==> src/rtl/cb_multi_if.sv <==
// Handshake and status bundle for the multi-lane circular buffer cb_multi.
// The slave side is the buffer; the master side is the producer/consumer pair.
interface cb_multi_if #(
   parameter int unsigned DATA_WIDTH  = 32,
   parameter int unsigned NUM_ENTRIES = 8,
   parameter int unsigned NUM_ENQ     = 2,
   parameter int unsigned NUM_DEQ     = 2
);
   localparam int unsigned LOG_NUM_ENTRIES = $clog2(NUM_ENTRIES);

   logic                                flush;
   logic [NUM_ENQ-1:0]                  enq_valid_by_lane;
   logic [NUM_ENQ-1:0][DATA_WIDTH-1:0]  enq_data_by_lane;
   logic [NUM_ENQ-1:0]                  enq_ready_by_lane;
   logic [NUM_DEQ-1:0]                  deq_valid_by_lane;
   logic [NUM_DEQ-1:0][DATA_WIDTH-1:0]  deq_data_by_lane;
   logic [NUM_DEQ-1:0]                  deq_ready_by_lane;
   logic [LOG_NUM_ENTRIES:0]            occupancy;
   logic                                full;
   logic                                empty;

   modport slave (
      input  flush,
      input  enq_valid_by_lane,
      input  enq_data_by_lane,
      output enq_ready_by_lane,
      output deq_valid_by_lane,
      output deq_data_by_lane,
      input  deq_ready_by_lane,
      output occupancy,
      output full,
      output empty
   );

   modport master (
      output flush,
      output enq_valid_by_lane,
      output enq_data_by_lane,
      input  enq_ready_by_lane,
      input  deq_valid_by_lane,
      input  deq_data_by_lane,
      output deq_ready_by_lane,
      input  occupancy,
      input  full,
      input  empty
   );
endinterface

==> src/rtl/cb_multi.sv <==
// Multi-lane circular buffer: up to NUM_ENQ in-order writes and NUM_DEQ in-order reads per cycle.
// Optional macro CB_MULTI_PARTIAL_ENQ_EN lets a partial enqueue group in when fewer than NUM_ENQ slots are free.
module cb_multi #(
   parameter int unsigned DATA_WIDTH  = 32,
   parameter int unsigned NUM_ENTRIES = 8,
   parameter int unsigned NUM_ENQ     = 2,
   parameter int unsigned NUM_DEQ     = 2
) (
   input  logic       CLK,
   input  logic       nRST,
   cb_multi_if.slave  bus
);
   localparam int unsigned LOG_NUM_ENTRIES = $clog2(NUM_ENTRIES);
   localparam int unsigned PTR_W           = LOG_NUM_ENTRIES + 1;

   // Pointers carry one extra wrap bit so full and empty stay distinguishable.
   logic [PTR_W-1:0]                         enq_ptr_q, enq_ptr_d;
   logic [PTR_W-1:0]                         deq_ptr_q, deq_ptr_d;
   logic [DATA_WIDTH-1:0]                    entries_q [NUM_ENTRIES];

   logic [PTR_W-1:0]                         occupancy_c;
   logic [PTR_W-1:0]                         free_c;
   logic [PTR_W-1:0]                         enq_cnt_c;
   logic [PTR_W-1:0]                         deq_cnt_c;
   logic [NUM_ENQ-1:0]                       enq_ready_c;
   logic [NUM_ENQ-1:0]                       enq_take_c;
   logic                                     enq_run_c;
   logic [NUM_DEQ-1:0]                       deq_valid_c;
   logic                                     deq_run_c;
   logic [NUM_ENQ-1:0][LOG_NUM_ENTRIES-1:0]  enq_idx_c;
   logic [NUM_DEQ-1:0][LOG_NUM_ENTRIES-1:0]  deq_idx_c;

   always_comb begin
      occupancy_c = enq_ptr_q - deq_ptr_q;
      free_c      = PTR_W'(NUM_ENTRIES) - occupancy_c;
   end

   // Enqueue acceptance looks only at registered state, never at this cycle's dequeues.
   always_comb begin
      enq_ready_c = '0;
`ifdef CB_MULTI_PARTIAL_ENQ_EN
      for (int unsigned i = 0; i < NUM_ENQ; i++) begin
         enq_ready_c[i] = (free_c > PTR_W'(i));
      end
`else
      enq_ready_c = {NUM_ENQ{free_c >= PTR_W'(NUM_ENQ)}};
`endif
   end

   // Leading run of valid&ready lanes; everything after the first gap is dropped.
   always_comb begin
      enq_take_c = '0;
      enq_cnt_c  = '0;
      enq_run_c  = 1'b1;
      enq_idx_c  = '0;
      for (int unsigned i = 0; i < NUM_ENQ; i++) begin
         enq_idx_c[i] = enq_ptr_q[LOG_NUM_ENTRIES-1:0] + LOG_NUM_ENTRIES'(i);
         if (enq_run_c && bus.enq_valid_by_lane[i] && enq_ready_c[i]) begin
            enq_take_c[i] = 1'b1;
            enq_cnt_c     = enq_cnt_c + PTR_W'(1);
         end else begin
            enq_run_c = 1'b0;
         end
      end
   end

   // Dequeue lanes present entries[deq_ptr+j] whether or not the lane is valid.
   always_comb begin
      deq_valid_c          = '0;
      deq_idx_c            = '0;
      deq_cnt_c            = '0;
      deq_run_c            = 1'b1;
      bus.deq_data_by_lane = '0;
      for (int unsigned j = 0; j < NUM_DEQ; j++) begin
         deq_valid_c[j]          = (occupancy_c > PTR_W'(j));
         deq_idx_c[j]            = deq_ptr_q[LOG_NUM_ENTRIES-1:0] + LOG_NUM_ENTRIES'(j);
         bus.deq_data_by_lane[j] = entries_q[deq_idx_c[j]];
         if (deq_run_c && deq_valid_c[j] && bus.deq_ready_by_lane[j]) begin
            deq_cnt_c = deq_cnt_c + PTR_W'(1);
         end else begin
            deq_run_c = 1'b0;
         end
      end
   end

   // Flush wins over any same-cycle traffic and rewinds both pointers.
   always_comb begin
      enq_ptr_d = enq_ptr_q + enq_cnt_c;
      deq_ptr_d = deq_ptr_q + deq_cnt_c;
      if (bus.flush) begin
         enq_ptr_d = '0;
         deq_ptr_d = '0;
      end
   end

   always_ff @(posedge CLK or negedge nRST) begin
      if (!nRST) begin
         enq_ptr_q <= '0;
         deq_ptr_q <= '0;
      end else begin
         enq_ptr_q <= enq_ptr_d;
         deq_ptr_q <= deq_ptr_d;
      end
   end

   // Entry storage; a flush leaves stale data in place.
   always_ff @(posedge CLK or negedge nRST) begin
      if (!nRST) begin
         for (int unsigned k = 0; k < NUM_ENTRIES; k++) begin
            entries_q[k] <= '0;
         end
      end else if (!bus.flush) begin
         for (int unsigned i = 0; i < NUM_ENQ; i++) begin
            if (enq_take_c[i]) begin
               entries_q[enq_idx_c[i]] <= bus.enq_data_by_lane[i];
            end
         end
      end
   end

   assign bus.enq_ready_by_lane = enq_ready_c;
   assign bus.deq_valid_by_lane = deq_valid_c;
   assign bus.occupancy         = occupancy_c;
   assign bus.full              = (occupancy_c == PTR_W'(NUM_ENTRIES));
   assign bus.empty             = (occupancy_c == '0);

endmodule

==> src/flat_wrapper.sv <==
// flat-port wrapper written by rule: the top's interface ports become plain ports
module cb_multi_flat 
#(
   parameter int unsigned DATA_WIDTH  = 32,
   parameter int unsigned NUM_ENTRIES = 8,
   parameter int unsigned NUM_ENQ     = 2,
   parameter int unsigned NUM_DEQ     = 2
)
  (CLK, nRST, bus_flush, bus_enq_valid_by_lane, bus_enq_data_by_lane, bus_enq_ready_by_lane, bus_deq_valid_by_lane, bus_deq_data_by_lane, bus_deq_ready_by_lane, bus_occupancy, bus_full, bus_empty);
  cb_multi_if #(.DATA_WIDTH(DATA_WIDTH), .NUM_ENTRIES(NUM_ENTRIES), .NUM_ENQ(NUM_ENQ), .NUM_DEQ(NUM_DEQ)) bus_i ();
  input  logic CLK;
  input  logic nRST;
  input wire logic [$bits(bus_i.flush)-1:0] bus_flush;
  input wire logic [$bits(bus_i.enq_valid_by_lane)-1:0] bus_enq_valid_by_lane;
  input wire logic [$bits(bus_i.enq_data_by_lane)-1:0] bus_enq_data_by_lane;
  output wire logic [$bits(bus_i.enq_ready_by_lane)-1:0] bus_enq_ready_by_lane;
  output wire logic [$bits(bus_i.deq_valid_by_lane)-1:0] bus_deq_valid_by_lane;
  output wire logic [$bits(bus_i.deq_data_by_lane)-1:0] bus_deq_data_by_lane;
  input wire logic [$bits(bus_i.deq_ready_by_lane)-1:0] bus_deq_ready_by_lane;
  output wire logic [$bits(bus_i.occupancy)-1:0] bus_occupancy;
  output wire logic [$bits(bus_i.full)-1:0] bus_full;
  output wire logic [$bits(bus_i.empty)-1:0] bus_empty;
  assign bus_i.flush = bus_flush;
  assign bus_i.enq_valid_by_lane = bus_enq_valid_by_lane;
  assign bus_i.enq_data_by_lane = bus_enq_data_by_lane;
  assign bus_enq_ready_by_lane = bus_i.enq_ready_by_lane;
  assign bus_deq_valid_by_lane = bus_i.deq_valid_by_lane;
  assign bus_deq_data_by_lane = bus_i.deq_data_by_lane;
  assign bus_i.deq_ready_by_lane = bus_deq_ready_by_lane;
  assign bus_occupancy = bus_i.occupancy;
  assign bus_full = bus_i.full;
  assign bus_empty = bus_i.empty;
  cb_multi #(.DATA_WIDTH(DATA_WIDTH), .NUM_ENTRIES(NUM_ENTRIES), .NUM_ENQ(NUM_ENQ), .NUM_DEQ(NUM_DEQ)) u_core (.CLK(CLK), .nRST(nRST), .bus(bus_i));
endmodule
==> config.mk <==
export PLATFORM = sky130hd
export DESIGN_NAME = cb_multi_flat
export DESIGN_NICKNAME = d
export VERILOG_FILES = /design/src/rtl/cb_multi_if.sv /design/src/rtl/cb_multi.sv /design/src/flat_wrapper.sv
export SDC_FILE = /design/constraint.sdc
export NUM_CORES = 1
export LEC_CHECK = 0
export CORE_ASPECT_RATIO = 0.9
export CORE_MARGIN = 1
export CORE_UTILIZATION = 35
export CTS_CLUSTER_DIAMETER = 80
export DETAILED_ROUTE_END_ITERATION = 12
export SLEW_MARGIN = 20
export SYNTH_ARGS = -nofsm -noshare
export SYNTH_HDL_FRONTEND = slang
export SYNTH_SLANG_ARGS = --single-unit
==> constraint.sdc <==
create_clock -name CLK -period 5.3 [get_ports CLK]
set_input_delay 1.06 -clock CLK [delete_from_list [all_inputs] [get_ports CLK]]
set_output_delay 1.06 -clock CLK [all_outputs]
set_load 0.02 [all_outputs]
== Word-level counts from Yosys, hierarchy flattened ==
Index checks and enable logic that the tools add are counted.

* Register bits: 264
* Logic and storage cells: 65
* Input bits: 71
* Output and inout bits: 74

* Add/subtract/negate cells: 8
* Reduce and logical (&&, ||, !) cells: 9
* Eq/ne operators: 1
* Bitwise gates (word level): 4
* Muxes and demuxes: 24
* Order comparisons: 9

{| class="wikitable"
|+ Operator list
! cell !! number
|-
| $mux 256 || 3
|-
| $bwmux 256 || 2
|-
| $bmux 32 s3 || 2
|-
| $demux 32 s3 || 2
|-
| $mux 32 || 6
|-
| $ge 4x4->1 const B || 4
|-
| $mux 4 || 4
|-
| $not 3->4 || 4
|-
| $add 4x4->4 || 2
|-
| $gt 4x1->1 const B || 2
|-
| $logic_and 1x1->1 || 8
|-
| $lt 4x1->1 const B || 2
|-
| $add 3x1->3 const B || 2
|-
| $mux 1 || 5
|-
| $add 1x1->2 const B || 2
|-
| $eq 4x4->1 const B || 1
|-
| $ge 4x2->1 const B || 1
|-
| $logic_not 4->1 || 1
|-
| $sub 4x4->4 || 1
|-
| $sub 4x4->4 const A || 1
|}

== Depth between registers and ports, before layout ==
Gate-level depths: netlist (run 1).

* Depth in word-level cells: 10
* Gate-level depth with buffers: 19

== Worst setup path before layout (run 1) ==
OpenSTA, ideal clock, no wires.

* Kind: reg2out
* Start point: register u_core.deq_ptr_q[1]
* End point: output bus_enq_ready_by_lane[1]
* Arrival time: 3.328 ns
* Setup slack: 0.912 ns
* Cell stages (with the launch flop): 15
* Cells stage by stage: dfrtp_1 > clkbuf_1 > buf_1 > inv_1 > ha_1 > nand3b_1 > nand2_1 > xnor2_1 > inv_2 > mux2i_4 > buf_6 > buf_4 > buf_2 > inv_1 > buf_4

* Longest elaborated chain between the ends: 3

{| class="wikitable"
|+ RTL lines
! what !! line !! source
|-
| start, declared || cb_multi.sv:18 || <nowiki>logic [PTR_W-1:0] deq_ptr_q, deq_ptr_d;</nowiki>
|-
| start signal, assigned || cb_multi.sv:102 || <nowiki>deq_ptr_q <= deq_ptr_d;</nowiki>
|-
| $sub 4x4->4 || cb_multi.sv:34 || <nowiki>occupancy_c = enq_ptr_q - deq_ptr_q;</nowiki>
|-
| via bus_occupancy[3] || flat_wrapper.sv:20 || <nowiki>output wire logic [$bits(bus_i.occupancy)-1:0] bus_occupancy;</nowiki>
|-
| $sub 4x4->4 || cb_multi.sv:35 || <nowiki>free_c = PTR_W'(NUM_ENTRIES) - occupancy_c;</nowiki>
|-
| $ge 4x2->1 || cb_multi.sv:46 || <nowiki>enq_ready_c = {NUM_ENQ{free_c >= PTR_W'(NUM_ENQ)}};</nowiki>
|-
| end, declared || flat_wrapper.sv:16 || <nowiki>output wire logic [$bits(bus_i.enq_ready_by_lane)-1:0] bus_enq_ready_by_lane;</nowiki>
|}

The timed path passes the listed nets, and every way through them passes these cells.

== Worst setup path in the final report (run 1) ==
* Start point: register u_core.enq_ptr_q[1]
* End point: output bus_enq_ready_by_lane[1]

* Longest elaborated chain between the ends: 3

{| class="wikitable"
|+ RTL lines
! what !! line !! source
|-
| start, declared || cb_multi.sv:17 || <nowiki>logic [PTR_W-1:0] enq_ptr_q, enq_ptr_d;</nowiki>
|-
| start signal, assigned || cb_multi.sv:101 || <nowiki>enq_ptr_q <= enq_ptr_d;</nowiki>
|-
| $sub 4x4->4 || cb_multi.sv:34 ||
|-
| $sub 4x4->4 || cb_multi.sv:35 ||
|-
| $ge 4x2->1 || cb_multi.sv:46 ||
|}

Every way passes these cells.

==> reports/metrics.cfg, run 1 <==
[detailed_routing]
drtIter0Drc=1530
wl_per_cell_um=27.7
vias=14400
drc=0
drt_first_pass_iters=6
avgViaCountPerCell=6.73
routed_wirelength_um=59100
ant_nets=0

[floorplan]
die_h_um=208
start_util_pct=35.4
core_area_um2=46500
fp-row-count=75
die_w_um=231
die_area_um2=48000
pin_count=145

[worst_setup_path]
path_delay_family=buffers and inverters
cp_slowest_cell=dfrtp_1
path_class=reg -> out
worstPathCellList=inv_1 -> fa_1 -> inv_1 -> ha_1 -> nor2b_1 -> or4b_1 -> mux2i_4 -> inv_1 -> clkdlybuf4s50_1
regToRegSetupSlack_ns=0.79
cp.buffers_inverters=4
critPathLaunchType=flip-flop
path_common_cell=inv_1
crit_path_end_kind=output pin
worstPathRequired_ns=4.24
crit_arrival_ns=3.79
path_max_fanout=11
slowest_delay_ns=0.62

[place]
routabilityCongestion=0.794
dp.cells=2077
detailedPlace.worstSlack_ns=0.758
post-dp-hpwl_um=33700
place_area_um2=18500
port_buffers=144

[clock_network]
ctsRootBufferMaster=clkbuf_16
postCtsSetupBuffers=0
cts_resized=0
cts_tree=done
cts_inserted_buffers=31
cts_max_level=1
cts.reportedPaths.clkPinSlew_ns=0.06
clockBufferDepth=3
cts_sinks=264
hold_buffers=0
insertion_delay_ns=0.56

[global_routing]
grt_pass1_vias=14500
antenna_found_initial=0
grt_pass1_wl_um=89900
grt_max_degree=175
grt-ovfl-total=0
grt_usage_pct=24.3

[synth]
postSynth.asyncResetShare_pct=100
synth_area_leaders=dfrtp_1 (40%), mux4_2 (17%), o22a_1 (14%), a22oi_1 (12%), clkbuf_1 (2.6%)
synth_top_area_share_pct=40.1
ys_warn_count=0
synth_edf_count=0
yosysSeqAreaShare_pct=40.1
synth_nets=1533
synth_area_per_cell_um2=11.4
yosysMostFrequentCell=dfrtp_1
synth_common_cells=dfrtp_1 (264), a22oi_1 (256), o22a_1 (256)
postSynthCellCount=1445
yosys_register_bits=264
syn_area_um2=16500
synth_top_area_cell=dfrtp_1
ys.flop_type=dfrtp_1
ys_types=45

[cells_and_area]
finalNetCount=1582
antenna_cells=0
syn_to_final_growth_pct=18.3
instances_no_fill=2131
fin_area_um2=19500
drive_above_1_share_pct=18.6

[pwr]
power.leakage_nw=6.77
ir_drop_mv=0.570
intPower_w=0.00818
power_frac_seq_pct=27.0
pwr-share-clk_pct=15.2
comb_power_share_pct=57.8
switching_share_pct=41.8
p_sw_w=0.00588
power_density_nw_per_um2=721

[timing]
worstMarginPinSlew_ns=1.02
relSlewSlack_pct=31.6
period_minus_slack_ns=4.85
fin_ws_ns=0.455
min_period_over_period_pct=91.4
drv_slew=0
finClkSkew_ns=0.0143
totalNegativeSetupSlack_ns=0
hold_viol_final=0
rsz0062_at_grt=false
max_freq_mhz=206
setup_violations=0

[outcome]
run_status=finished clean

[job]
cap_violations=0

[hold_path]
hp-class=reg -> reg

power by group through the flow:
stage,combinational [W],clock (W),sequential (W)
finish,0.00812,0.00214,0.00380
global route,0.00861,0.00224,0.00391
CTS,0.00813,0.00216,0.00377
detailed placement,0.00810,0,0.00381
global placement,0.00801,0,0.00373
floorplan,0.00563,0,0.00351
registers in the layout, indices dropped and copies added (netlist names):
name,count
u_core.entries_q,256
u_core.deq_ptr_q,4
u_core.enq_ptr_q,4
cell families (layout without fill, tap and decap cells):
family / count (synthesis) / count (layout) / share of synthesized area (%)
compound gates: 531 / 531 / 26.0
xor+xnor: 10 / 10 / 0.577
flops: 264 / 264 / 40.1
mux: 162 / 162 / 19.9
buf+inv: 184 / 254 / 4.76
simple gates: 277 / 277 / 7.30
fa+ha+maj: 17 / 17 / 1.43
layer usage:
metal  part of all wire (%)  wire, um  vias to the layer above  track usage, %
li1                       -         -                     5904               -
met1                     42     24700                     7476            33.7
met2                     46     27100                      840            37.9
met3                    9.0      5300                      131            4.69
met4                    3.2      1920                        0            8.43
met5                      0         0                        -               0
path summary, 6_finish.rpt:
kind | from | to | depth (start not counted)
setup / recovery | u_core.enq_ptr_q[1]$_DFF_PN0_ | bus_enq_ready_by_lane[1] | 9
hold / removal | u_core.entries_q[30]$_DFFE_PN0N_ | u_core.entries_q[30]$_DFFE_PN0N_ | 1
setup reg to reg | u_core.enq_ptr_q[1]$_DFF_PN0_ | u_core.entries_q[94]$_DFFE_PN0N_ | 10
hold reg to reg | u_core.entries_q[30]$_DFFE_PN0N_ | u_core.entries_q[30]$_DFFE_PN0N_ | 1
max in group asynchronous | nRST | u_core.entries_q[150]$_DFFE_PN0N_ | 2
min in group asynchronous | nRST | u_core.deq_ptr_q[2]$_DFF_PN0_ | 1
cell type report:
| type | instances | area (um2) |
|---|---|---|
| Fill cell | 4449 | 27000 |
| Multi-Input combinational cell | 997 | 9260 |
| Sequential cell | 264 | 6620 |
| Timing Repair Buffer | 189 | 1820 |
| Clock buffer | 45 | 908 |
| Tap cell | 616 | 771 |
| Clock inverter | 9 | 101 |
| Inverter | 11 | 41.3 |
metrics by stage:
stage               power (W)  util, %  hold WS [ns]
detailed placement     0.0119     39.7         0.502
global placement       0.0117     39.7         0.491
global route           0.0148     41.9         0.537
CTS                    0.0141     41.9         0.516
finish                 0.0141     41.9         0.523
floorplan             0.00914        -         0.472
placed cells by master, fill, tap and decap left out, types with 8 or more instances in the layout:
cell,count
o22a_1,256
mux2_2,32
buf_4,43
a22oi_1,256
nor3_1,65
ha_1,13
nor2b_1,8
inv_1,9
nand2_1,104
dfrtp_1,261
mux4_2,128
clkbuf_8,8
nor2_1,77
clkdlybuf4s50_1,142
clkbuf_16,31
Note: power is estimated with default switching activity, not from simulation.
==> run 2, diff against run 1 <==
==> constraint.sdc (replaced) <==
create_clock -name CLK -period 3.95 [get_ports CLK]
set_input_delay 0.79 -clock CLK [delete_from_list [all_inputs] [get_ports CLK]]
set_output_delay 0.79 -clock CLK [all_outputs]
set_load 0.02 [all_outputs]
==> reports/metrics.cfg, run 2 (same netlist as run 1, synthesis figures left out) <==
[timing]
period_minus_slack_ns=3.93
drv_slew=0  ; unchanged
relSlewSlack_pct=23.2  ; -8.3 points
max_freq_mhz=255
holdWs_ns=0.254  ; -0.269 ns
worstMarginPinSlew_ns=1.15  ; +0.122 ns
min_period_over_period_pct=99.4
finClkSkew_ns=0.0257  ; +0.0114 ns
rsz0062_at_grt=true
totalNegativeSetupSlack_ns=0  ; unchanged
hold_viol_final=0  ; unchanged
setup_violations=0  ; unchanged

[worst_setup_path]
path_max_fanout=25  ; +14
regToRegSetupSlack_ns=0.16  ; -0.63 ns
critPathLaunchType=flip-flop
crit_path_end_kind=output pin
worstRegToRegCells=14  ; +4
r2r_end=u_core.enq_ptr_q[2]$_DFF_PN0_
timing.rr.start=u_core.deq_ptr_q[0]$_DFF_PN0_
path_class=reg -> out
worstPathRequired_ns=3.16  ; -1.08 ns
crit_arrival_ns=3.14  ; -0.65 ns

[detailed_routing]
avgViaCountPerCell=6.76  ; +0.32%
wl_per_cell_um=28.8  ; +4.1%
ant_nets=0  ; unchanged
drc=0  ; unchanged
vias=14600  ; +1.8%
drtIter0Drc=1816  ; +19%
routed_wirelength_um=62400  ; +5.6%
drt_first_pass_iters=6  ; unchanged

[cells_and_area]
largest_reg_flops=256  ; unchanged
drive_above_1_share_pct=20.8  ; +2.2 points
syn_to_final_growth_pct=21.5
max_flop_register=u_core.entries_q
finalNetCount=1615  ; +2.1%
final_common_cell=dfrtp_1
final_cell_mix=dfrtp_1 (260), a22oi_1 (256), o22a_1 (256)
post-route-util_pct=43.0  ; +1.1 points
reg_top3=u_core.entries_q (256), u_core.deq_ptr_q (4), u_core.enq_ptr_q (4)
instances_no_fill=2163  ; +1.5%
fill_cells=4398  ; -1.1%
antenna_cells=0  ; unchanged

[global_routing]
grt_pass1_wl_um=93700  ; +4.3%
antenna_found_initial=1  ; +1
grt-ovfl-total=0  ; unchanged
grt_pass1_vias=15000  ; +3.9%
grt_usage_pct=25.8  ; +1.5 points
grt_max_degree=87  ; -50%

[pwr]
ir_drop_mv=0.544  ; -4.6%
power.leakage_nw=7.04  ; +4.0%
power_density_nw_per_um2=983  ; +36%
p_total_w=0.0197  ; +40%

[floorplan]
die_w_um=231  ; unchanged
die_area_um2=48000  ; unchanged
pin_count=145  ; unchanged
core_area_um2=46500  ; unchanged
fp-row-count=75  ; unchanged
die_h_um=208  ; unchanged
start_util_pct=35.4  ; unchanged

[clock_network]
hold_buffers=0  ; unchanged
cts_max_level=2  ; +1
insertion_delay_ns=0.56  ; about the same
cts_tree=done
ctsRootBufferMaster=clkbuf_16
cts_sinks=264  ; unchanged
cts.reportedPaths.clkPinSlew_ns=0.05  ; about the same
cts_inserted_buffers=34  ; +9.7%
clockBufferDepth=3  ; unchanged

[hold_path]
hp-class=in -> async

[job]
cap_violations=0  ; unchanged

[place]
port_buffers=144  ; unchanged
post-dp-hpwl_um=35600  ; +5.8%
dp.cells=2096  ; +0.91%
routabilityCongestion=0.827  ; +4.2%

[outcome]
run_status=finished clean

==> run 2: timing repair <==
action | in CTS | in global routing
endpoints found under the setup margin | 88 | 97
cloned | 2 | 2
pin swaps | 3 | 3
resized for setup | 20 | 8
buffers inserted | 3 | 4
==> run 2: how the worst max path moves through the flow <==
stage	start	endpoint	depth (start not counted)
floorplan	u_core.enq_ptr_q[0]$_DFF_PN0_	u_core.enq_ptr_q[2]$_DFF_PN0_	17
global placement	u_core.deq_ptr_q[0]$_DFF_PN0_	u_core.entries_q[58]$_DFFE_PN0N_	11
detailed placement	u_core.deq_ptr_q[0]$_DFF_PN0_	u_core.entries_q[63]$_DFFE_PN0N_	11
CTS	u_core.deq_ptr_q[0]$_DFF_PN0_	bus_enq_ready_by_lane[1]	9
global route	u_core.deq_ptr_q[0]$_DFF_PN0_	bus_enq_ready_by_lane[0]	9
finish	u_core.deq_ptr_q[0]$_DFF_PN0_	bus_deq_data_by_lane[53]	6
==> run 2: metal layers <==
| layer | vias to the layer above | GRT usage (%) | part of all wire [%] |
|---|---|---|---|
| met3 | 166 | 4.96 | 9.8 |
| li1 | 5978 | - | - |
| met1 | 7484 | 35.2 | 41 |
| met5 | - | 0.806 | 0.019 |
| met2 | 983 | 39.9 | 46 |
| met4 | 2 | 10.8 | 3.5 |
==> run 2: report_power, final <==
group	switching, W	total (W)	leakage (nW)	internal, W
registers	0.00105	0.00509	3.11	0.00404
logic	0.00594	0.0116	3.40	0.00563
clock network	0.00122	0.00304	0.523	0.00181
total	0.00822	0.0197	7.04	0.0115
==> run 2: per-stage QoR <==
| step | setup slack (ns) | instance area (um2) |
|---|---|---|
| 3_3_place_gp | -0.0425 | 18800 |
| 4_1_cts | 0.0104 | 19900 |
| 2_1_floorplan | 0.00221 | 16500 |
| 6_report | 0.0247 | 20000 |
| 5_1_grt | -0.0121 | 20000 |
| 3_5_place_dp | -0.0898 | 18800 |
==> run 2: final cells by class <==
type                            count  area, um2  area share [%]
Inverter                           11       41.3           0.206
Clock buffer                       51       1010            5.02
Clock inverter                      5       53.8           0.269
Multi-Input combinational cell    997       9270            46.3
Timing Repair Buffer              219       2270            11.4
Tap cell                          616        771            3.85
Sequential cell                   264       6620            33.0
==> run 2: critical path, cell delays in order, from the launching register on <==
cell,delay [ns]
dfrtp_4,0.47
buf_4,0.19
ha_4,0.42
buf_12,0.24
mux4_2,0.34
mux2_2,0.32
clkdlybuf4s50_1,0.55
==> run 3, diff against run 2 <==
--- a/config.mk
+++ b/config.mk
@@ -10,6 +10,7 @@
 export CORE_UTILIZATION = 35
 export CTS_CLUSTER_DIAMETER = 80
 export DETAILED_ROUTE_END_ITERATION = 12
+export GPL_TIMING_DRIVEN = 0
 export SLEW_MARGIN = 20
 export SYNTH_ARGS = -nofsm -noshare
 export SYNTH_HDL_FRONTEND = slang
==> constraint.sdc (replaced) <==
create_clock -name CLK -period 3.9 [get_ports CLK]
set_input_delay 0.78 -clock CLK [delete_from_list [all_inputs] [get_ports CLK]]
set_output_delay 0.78 -clock CLK [all_outputs]
set_load 0.02 [all_outputs]
==> reports/metrics.cfg, run 3 (same netlist as run 1, synthesis figures left out) <==
[pwr]
comb_power_share_pct=61.5  ; +2.8 points
switching_share_pct=44.1  ; +2.3 points
pwr-share-clk_pct=14.2  ; -1.2 points
power.leakage_nw=7.41  ; +5.3%
power_density_nw_per_um2=1030  ; +5.3%
intPower_w=0.0119  ; +3.4%
ir_drop_mv=0.884  ; +63%
power_frac_seq_pct=24.3  ; -1.5 points
p_sw_w=0.00935  ; +14%

[global_routing]
grt_pass1_vias=15900  ; +5.6%
grt-ovfl-total=0  ; unchanged
grt_max_degree=72  ; -17%
grt_usage_pct=30.3  ; +4.5 points
antenna_found_initial=0  ; -1
grt_pass1_wl_um=107000  ; +14%

[floorplan]
start_util_pct=35.4  ; unchanged
die_area_um2=48000  ; unchanged
fp-row-count=75  ; unchanged
die_h_um=208  ; unchanged
core_area_um2=46500  ; unchanged
pin_count=145  ; unchanged
die_w_um=231  ; unchanged

[worst_setup_path]
path_delay_family=adder cells
critPathLaunchType=flip-flop
timing.rr.start=u_core.enq_ptr_q[0]$_DFF_PN0_
crit_path_end_kind=output pin
path_common_cell=buf_6
cp.buffers_inverters=6  ; +3
crit_path_start=u_core.enq_ptr_q[0]$_DFF_PN0_
worstPathCellList=inv_4 -> ha_4 -> fa_2 -> ha_4 -> nor2b_4 -> or4b_4 -> mux2i_4 -> buf_6 -> buf_12 -> inv_4 -> buf_6 -> buf_6
path_max_fanout=4  ; -84%
path_class=reg -> out
cp_slowest_cell=fa_2
crit_arrival_ns=3.38  ; +0.24 ns
worstPathRequired_ns=3.12  ; -0.04 ns
slowest_delay_ns=0.50  ; -0.05 ns

[detailed_routing]
wl_per_cell_um=32.1  ; +11%
vias=15600  ; +7.0%
routed_wirelength_um=73200  ; +17%
drtIter0Drc=2448  ; +35%
drt_first_pass_iters=9  ; +3
ant_nets=0  ; unchanged
drc=0  ; unchanged
avgViaCountPerCell=6.86  ; +1.6%

[timing]
relSlewSlack_pct=27.3  ; +4.1 points
period_minus_slack_ns=4.16
min_period_over_period_pct=107
max_freq_mhz=240
finClkSkew_ns=0.0173  ; -0.00840 ns
hold_viol_final=0  ; unchanged
fin_ws_ns=-0.259  ; -0.284 ns
rsz0062_at_grt=true
drv_slew=0  ; unchanged
worstMarginPinSlew_ns=1.09  ; -0.0583 ns
setup_violations=4  ; +4

[cells_and_area]
instances_no_fill=2279  ; +5.4%
max_flop_register=u_core.entries_q
final_cell_mix=dfrtp_1 (260), a22oi_1 (256), o22a_1 (256)
antenna_cells=0  ; unchanged
largest_reg_flops=256  ; unchanged
syn_to_final_growth_pct=24.3
fill_cells=4388  ; -0.23%
finalNetCount=1727  ; +6.9%
final_common_cell=dfrtp_1
drive_above_1_share_pct=21.0  ; +0.23 points
reg_top3=u_core.entries_q (256), u_core.deq_ptr_q (4), u_core.enq_ptr_q (4)

[place]
post-dp-hpwl_um=49900  ; +40%
detailedPlace.worstSlack_ns=-1.32  ; -1.23 ns
dp.cells=2209  ; +5.4%
routabilityCongestion=0.959  ; +16%
port_buffers=143  ; -0.69%

[clock_network]
cts_sinks=264  ; unchanged
clockBufferDepth=3  ; unchanged
cts_inserted_buffers=31  ; -8.8%
insertion_delay_ns=0.59  ; +0.03 ns
ctsRootBufferMaster=clkbuf_16
cts_tree=done
cts_max_level=1  ; -1
cts.reportedPaths.clkPinSlew_ns=0.06  ; about the same

[job]
cap_violations=0  ; unchanged

[outcome]
run_status=finished, violations left
violations=setup timing

[hold_path]
hp-class=in -> async

run 3: area by class of cell:
class                           instances  area [um2]  share of cell area [%]
Clock buffer                           43         911                    4.44
Buffer                                169         972                    4.74
Timing Repair Buffer                  165        1750                    8.55
Multi-Input combinational cell        997        9300                    45.4
Sequential cell                       264        6610                    32.2
Inverter                               11        53.8                   0.262
Tap cell                              616         771                    3.76
Clock inverter                         14         129                   0.629
run 3: what timing repair did:
item / 4_1_cts / 5_1_grt
pin swaps: 7 / 6
hold buffers: 0 / 0
hold endpoints to repair: 0 / 0
buffers inserted: 13 / 4
endpoints found under the setup margin: 335 / 178
gates resized for setup: 128 / 55
run 3: power groups by stage:
| stage | Clock [W] | Combinational, W | Sequential (W) |
|---|---|---|---|
| after floorplan | 0 | 0.00771 | 0.00477 |
| after global placement | 0 | 0.0120 | 0.00503 |
| after detailed placement | 0 | 0.0122 | 0.00512 |
| after CTS | 0.00300 | 0.0128 | 0.00508 |
| after global routing | 0.00311 | 0.0135 | 0.00529 |
| final | 0.00301 | 0.0131 | 0.00515 |
run 3: layer usage:
metal	GRT usage (%)	up-vias	wire [um]	share of wire [%]
met5	0	-	0	0
met4	14.6	0	4030	5.5
met3	8.70	264	8780	12
met2	45.0	1222	32400	44
met1	40.4	7945	28000	38
li1	-	6208	-	-
run 3: path summary, 6_finish.rpt:
check | endpoint | slack [ns] | cells past startpoint
max | bus_enq_ready_by_lane[1] | -0.26 | 12
min | u_core.entries_q[219]$_DFFE_PN0N_ | 0.13 | 1
max reg2reg | u_core.enq_ptr_q[1]$_DFF_PN0_ | -0.12 | 17
max in group asynchronous | u_core.entries_q[201]$_DFFE_PN0N_ | 2.61 | 3
min in group CLK | u_core.entries_q[158]$_DFFE_PN0N_ | 0.51 | 1
min reg2reg | u_core.entries_q[158]$_DFFE_PN0N_ | 0.51 | 1
run 3: metrics by stage:
stage | setup TNS (ns) | util [%] | hold WS [ns] | total power, W | instance area, um2
floorplan | 0 | - | 0.472 | 0.0125 | 16500
global placement | -2791.43 | 40.3 | 0.487 | 0.0170 | 18700
detailed placement | -173.37 | 40.5 | 0.495 | 0.0173 | 18900
CTS | -2.93 | 43.7 | 0.182 | 0.0209 | 20300
global route | -1.01 | 44.1 | 0.196 | 0.0219 | 20500
finish | -0.631 | 44.1 | 0.134 | 0.0212 | 20500
